**src/rtl/crossbar_pkg.sv**
```systemverilog
// Shared constants, state encodings and map type for the crossbar route solver.
// A map holds one 2-bit output index per input, input k+1 in bits [2k+1:2k].
package crossbar_pkg;

   localparam int NUM_PORTS = 4;
   localparam int DEST_W    = 2;
   localparam int NUM_SW    = 5;
   localparam int CTRL_W    = NUM_SW;
   localparam int CYC_W     = 6;

   typedef logic [1:0] state_t;
   localparam state_t IDLE   = 2'd0;
   localparam state_t SEARCH = 2'd1;
   localparam state_t DONE   = 2'd2;

   typedef logic [NUM_PORTS-1:0][DEST_W-1:0] map_t;

   // A map is a permutation when every output index appears exactly once.
   function automatic logic is_perm(input map_t m);
      logic [NUM_PORTS-1:0] seen;
      seen = '0;
      for (int k = 0; k < NUM_PORTS; k++) begin
         seen[m[k]] = 1'b1;
      end
      return &seen;
   endfunction

endpackage

```
**src/rtl/crossbar_route_model.sv**
```systemverilog
// Combinational five-switch 2x2 network: for a control word, gives the source
// input index (0=in1..3=in4) that reaches each output.
module crossbar_route_model
   import crossbar_pkg::*;
(
   input  logic [CTRL_W-1:0]           control,
   output logic [NUM_PORTS*DEST_W-1:0] src
);

   logic [DEST_W-1:0] a, b, c, d, e, f;
   logic [DEST_W-1:0] o1, o2, o3, o4;

   // Each switch: 0 passes upper->upper, 1 swaps its two inputs.
   always_comb begin
      a  = control[0] ? 2'd1 : 2'd0;
      b  = control[0] ? 2'd0 : 2'd1;
      c  = control[1] ? 2'd3 : 2'd2;
      d  = control[1] ? 2'd2 : 2'd3;
      e  = control[2] ? c : b;
      f  = control[2] ? b : c;
      o1 = control[3] ? e : a;
      o2 = control[3] ? a : e;
      o3 = control[4] ? d : f;
      o4 = control[4] ? f : d;
   end

   assign src = {o4, o3, o2, o1};

endmodule

```
**src/rtl/crossbar_route_solver.sv**
```systemverilog
// Brute-force search for a crossbar control word realising a requested routing.
// Optional one-entry result cache: define CROSSBAR_ROUTE_SOLVER_CACHE_EN.
module crossbar_route_solver
   import crossbar_pkg::*;
(
   input  logic                        clk,
   input  logic                        rst_n,
   input  logic                        req_valid,
   output logic                        req_ready,
   input  logic [NUM_PORTS*DEST_W-1:0] req_dest,
   output logic                        resp_valid,
   input  logic                        resp_ready,
   output logic                        resp_found,
   output logic                        resp_bad_req,
   output logic [CTRL_W-1:0]           resp_control,
   output logic [CYC_W-1:0]            resp_cycles
);

   state_t            state_q, state_d;
   map_t              dest_q, dest_d;
   logic [CTRL_W-1:0] cand_q, cand_d;
   logic              found_q, found_d;
   logic              bad_q, bad_d;
   logic [CTRL_W-1:0] control_q, control_d;
   logic [CYC_W-1:0]  cycles_q, cycles_d;

   logic [NUM_PORTS*DEST_W-1:0] src_flat;
   map_t                        src;
   map_t                        req_map;
   logic                        match;
   logic                        cache_hit;
   logic [CTRL_W-1:0]           cache_ctrl;

   assign req_map = map_t'(req_dest);

   crossbar_route_model u_model (
      .control (cand_q),
      .src     (src_flat)
   );

   assign src = map_t'(src_flat);

   // Candidate matches when every input's requested output is fed by that input.
   always_comb begin
      match = 1'b1;
      for (int k = 0; k < NUM_PORTS; k++) begin
         if (src[dest_q[k]] != DEST_W'(k)) begin
            match = 1'b0;
         end
      end
   end

`ifdef CROSSBAR_ROUTE_SOLVER_CACHE_EN
   logic              cache_valid_q;
   map_t              cache_map_q;
   logic [CTRL_W-1:0] cache_ctrl_q;

   always_ff @(posedge clk or negedge rst_n) begin
      if (!rst_n) begin
         cache_valid_q <= 1'b0;
         cache_map_q   <= '0;
         cache_ctrl_q  <= '0;
      end else if (state_q == SEARCH && match) begin
         cache_valid_q <= 1'b1;
         cache_map_q   <= dest_q;
         cache_ctrl_q  <= cand_q;
      end
   end

   assign cache_hit  = cache_valid_q && (cache_map_q == req_map);
   assign cache_ctrl = cache_ctrl_q;
`else
   assign cache_hit  = 1'b0;
   assign cache_ctrl = '0;
`endif

   always_comb begin
      state_d   = state_q;
      dest_d    = dest_q;
      cand_d    = cand_q;
      found_d   = found_q;
      bad_d     = bad_q;
      control_d = control_q;
      cycles_d  = cycles_q;
      case (state_q)
         IDLE: begin
            if (req_valid) begin
               dest_d    = req_map;
               cand_d    = '0;
               found_d   = 1'b0;
               bad_d     = 1'b0;
               control_d = '0;
               cycles_d  = '0;
               if (!is_perm(req_map)) begin
                  bad_d   = 1'b1;
                  state_d = DONE;
               end else if (cache_hit) begin
                  found_d   = 1'b1;
                  control_d = cache_ctrl;
                  state_d   = DONE;
               end else begin
                  state_d = SEARCH;
               end
            end
         end
         SEARCH: begin
            if (match) begin
               found_d   = 1'b1;
               control_d = cand_q;
               cycles_d  = {1'b0, cand_q} + 6'd1;
               state_d   = DONE;
            end else if (cand_q == 5'd31) begin
               // Exhausted without a match; counter stays put, no second pass.
               cycles_d = 6'd32;
               state_d  = DONE;
            end else begin
               cand_d = cand_q + 5'd1;
            end
         end
         DONE: begin
            if (resp_ready) begin
               state_d = IDLE;
            end
         end
         default: state_d = IDLE;
      endcase
   end

   always_ff @(posedge clk or negedge rst_n) begin
      if (!rst_n) begin
         state_q   <= IDLE;
         dest_q    <= '0;
         cand_q    <= '0;
         found_q   <= 1'b0;
         bad_q     <= 1'b0;
         control_q <= '0;
         cycles_q  <= '0;
      end else begin
         state_q   <= state_d;
         dest_q    <= dest_d;
         cand_q    <= cand_d;
         found_q   <= found_d;
         bad_q     <= bad_d;
         control_q <= control_d;
         cycles_q  <= cycles_d;
      end
   end

   assign req_ready    = (state_q == IDLE);
   assign resp_valid   = (state_q == DONE);
   assign resp_found   = found_q;
   assign resp_bad_req = bad_q;
   assign resp_control = control_q;
   assign resp_cycles  = cycles_q;

endmodule

```
**config.mk**
```make
export PLATFORM = sky130hd
export DESIGN_NAME = crossbar_route_solver
export DESIGN_NICKNAME = d
export VERILOG_FILES = /design/src/rtl/crossbar_pkg.sv /design/src/rtl/crossbar_route_model.sv /design/src/rtl/crossbar_route_solver.sv
export SDC_FILE = /design/constraint.sdc
export NUM_CORES = 1
export LEC_CHECK = 0
export ABC_AREA = 1
export BUFFER_PORTS_ARGS = -buffer_cell sky130_fd_sc_hd__buf_2
export CAP_MARGIN = 20
export CORE_MARGIN = 4
export CORE_UTILIZATION = 61
export DETAILED_ROUTE_END_ITERATION = 10
export PLACE_DENSITY = 0.85
export SLEW_MARGIN = 20
export SYNTH_ARGS = -nofsm -noshare
export SYNTH_HDL_FRONTEND = slang
export SYNTH_SLANG_ARGS = --single-unit
```
**constraint.sdc**
```tcl
create_clock -name clk -period 4.34 [get_ports clk]
set_input_delay 0.868 -clock clk [delete_from_list [all_inputs] [get_ports clk]]
set_output_delay 0.868 -clock clk [all_outputs]
set_load 0.05 [all_outputs]
```
==> out/results.ini <==
[run_status]
status = finished clean

[floorplan]
pin_count = 27
die_area_um2 = 3890
initial_core_util = 0.649
core_um2 = 2780
die_w_um = 62.4
die_y_um = 62.4
row_count = 19

[setup_path]
r2r-start = cand_q[2]$_DFFE_PN0P_
crit_type = flop to flop
critical_path.top_delay_family = simple AND/OR/NAND/NOR gates
cp_num_buf_inv = 2
crit_fanout = 11
worstSetupStartpoint = cand_q[2]$_DFFE_PN0P_
slowest_delay_ns = 0.64
r2r_cells = 12
cp.depth = 12
critPathLaunchType = flop
required_ns = 4.62
arrival_ns = 2.45
cp-end-kind = flop
r2r_end = resp_control[0]$_DFFE_PN0P_
crit_end = resp_control[0]$_DFFE_PN0P_
crit_path_frequent_cell = nand2_1
reg2reg_slack_ns = 2.17
cp_slowest_cell = dfrtp_1
path_cells = inv_1 > nor2_1 > a21oi_1 > nand2_1 > inv_2 > nor2_2 > nand2_2 > nor2_4 > nand2_4 > nand2_4 > nand2_1 > nand2_1

[routing]
via_count = 1745
drt_pass1_iterations = 4
post_drt_wl_per_cell_um = 12.3
drt_iter0_markers = 130
antenna_left = 0
drt_wl_total_mm = 3.97
vias_per_cell = 5.42
drc = 0

[synth]
synth.net_count = 281
ys_seq_elements = 28
synth_top_area_frac = 0.388
synth-main-ff-cell = dfrtp_1
synth_cell_types = 26
synth_area_leaders = dfrtp_1, nand2_1, nor2_1
ys.warnings.count = 0
avgSynthCellArea_um2 = 6.76
async_flop_share = 1.00
synthesis.area_um2 = 1800
yosysMostFrequentCell = nand2_1
netlist_top_cells_count = nand2_1, nor2_1, inv_1
synth_top_cell_by_area = dfrtp_1
synth-seq-area-share = 0.388
synth_cells = 267
synth-edff-count = 0

[power]
p_switching_uw = 470
p_sw_frac = 0.459
pwr-share-comb = 0.462
power_leakage_nw = 1.15
ir_drop_mv = 0.529
p_int_uw = 553
p_per_area_nw_per_um2 = 513
pwr-share-seq = 0.369
p_clk_frac = 0.169

[cts]
tritoncts = done
clkSlewWorstSetupHoldPaths_ns = 0.16
post_cts_buffers = 0
root_buffer = clkbuf_4
clk_latency_ns = 0.33
ctsHtreeMaxLevel = 1
cts_hold_buf = 0
numCtsBuffers = 3
post_cts_resize_count = 0
clockBufferDepth = 2
cts.sinks = 28

[sta]
period_share = 0.500
max_freq_mhz = 461
final.min_clock_period_ns = 2.17
setup_viol = 0
maxSlewHeadroom = 0.375
fin_setup_tns_ns = 0
tightest_slew_ns = 0.936
rsz0062_at_grt = no
hold_viol_final = 0
fin_ws_ns = 2.17
slew_viol_final = 0
clock_skew_ns = 0.00825

[cells_and_area]
fin_util = 0.717
nNetsFinal = 306
design_area_um2 = 1990
nFillCells = 243
synthToLayoutAreaGrowth_pct = 10.5
drive_above_1_share = 0.179
n_antenna_cell = 0

[placement]
placed_area_um2 = 1940
io_buffers = 26
gp_congestion = 0.917
pre_cts_slack_ns = 2.15
dpl.hpwl_mm = 2.97

[global_route]
grt_pass1_wl_mm = 7.27
grt_max_degree = 32
antenna_found_initial = 0
overflow = 0
grt_pass1_vias = 1700
grtUsageTotal = 0.224

[flow_run]
maxCapViolCount = 0

[worst_hold_path]
hold_path_startpoint = resp_cycles[4]$_DFFE_PN0P_
min_path_type = flop to flop

## cells in the final DEF, fill, tap and decap left out, drive strengths merged
cell / netlist / routed
nand2: 98 / 98
nor2: 41 / 41
inv: 33 / 33
nand3: 32 / 32
dfrtp: 28 / 28
buf: 3 / 26
o21ai: 12 / 12
o22ai: 4 / 4
nor3: 3 / 3
clkbuf: 3 / 3
a21oi: 2 / 2
a31oi: 2 / 2
ha: 2 / 2
clkinv: 1 / 1
a22oi: 1 / 1
a221oi: 1 / 1
mux2: 1 / 1
bufinv: 0 / 1
## metrics by stage
step | hold WS [ns] | power (mW) | instances
after floorplan | 0.453 | 0.756 | 267
after global placement | 0.451 | 0.844 | 318
after detailed placement | 0.454 | 0.852 | 318
after CTS | 0.490 | 1.02 | 322
after global routing | 0.507 | 1.11 | 322
final | 0.485 | 1.02 | 322
## state kept, by name (all words and copies together), names as in the netlist
name          count
cand_q            5
resp_control      5
resp_bad_req      1
resp_cycles       6
resp_found        1
state_q           2
dest_q            8
## worst min-delay path, stage by stage (launching register included)
cell     delay, ns
dfrtp_1       0.37
nand2_1       0.05
nand2_1       0.04
## worst min-delay path by stage
stage                                  to  slack, ns  cells past startpoint
5_1_grt        resp_cycles[1]$_DFFE_PN0P_       0.51                      2
3_3_place_gp   resp_cycles[0]$_DFFE_PN0P_       0.45                      2
3_5_place_dp   resp_cycles[1]$_DFFE_PN0P_       0.45                      2
6_report       resp_cycles[4]$_DFFE_PN0P_       0.49                      2
2_1_floorplan       dest_q[1]$_DFFE_PN0P_       0.45                      2
4_1_cts        resp_cycles[1]$_DFFE_PN0P_       0.49                      2
## kinds of logic after synthesis
logic type	Yosys count	share of synthesized area
compound gates	22	0.0749
fa+ha+maj	2	0.0139
buf+inv	40	0.0888
flops	28	0.388
mux	1	0.00624
simple gates	174	0.428
## final cells by class
| cell class | instances | area [µm²] | share of cell area |
|---|---|---|---|
| Inverter | 34 | 128 | 0.0640 |
| Clock buffer | 3 | 22.5 | 0.0113 |
| Timing Repair Buffer | 26 | 130 | 0.0653 |
| Sequential cell | 28 | 701 | 0.352 |
| Multi-Input combinational cell | 199 | 943 | 0.473 |
| Clock inverter | 1 | 30.0 | 0.0151 |
| Tap cell | 31 | 38.8 | 0.0195 |
## layer usage
layer	up-vias	wire length (µm)	GRT usage
met5	-	0	0
met3	10	210	0.0252
met4	0	78	0.0690
li1	883	-	-
met2	52	1770	0.376
met1	800	1910	0.302
## power groups by stage
stage | clock network (mW) | registers (mW) | logic, mW
finish | 0.173 | 0.377 | 0.472
global route | 0.186 | 0.387 | 0.534
CTS | 0.175 | 0.376 | 0.474
detailed placement | 0 | 0.381 | 0.471
global placement | 0 | 0.379 | 0.464
floorplan | 0 | 0.396 | 0.360
Power figures use the tool's default switching activity.
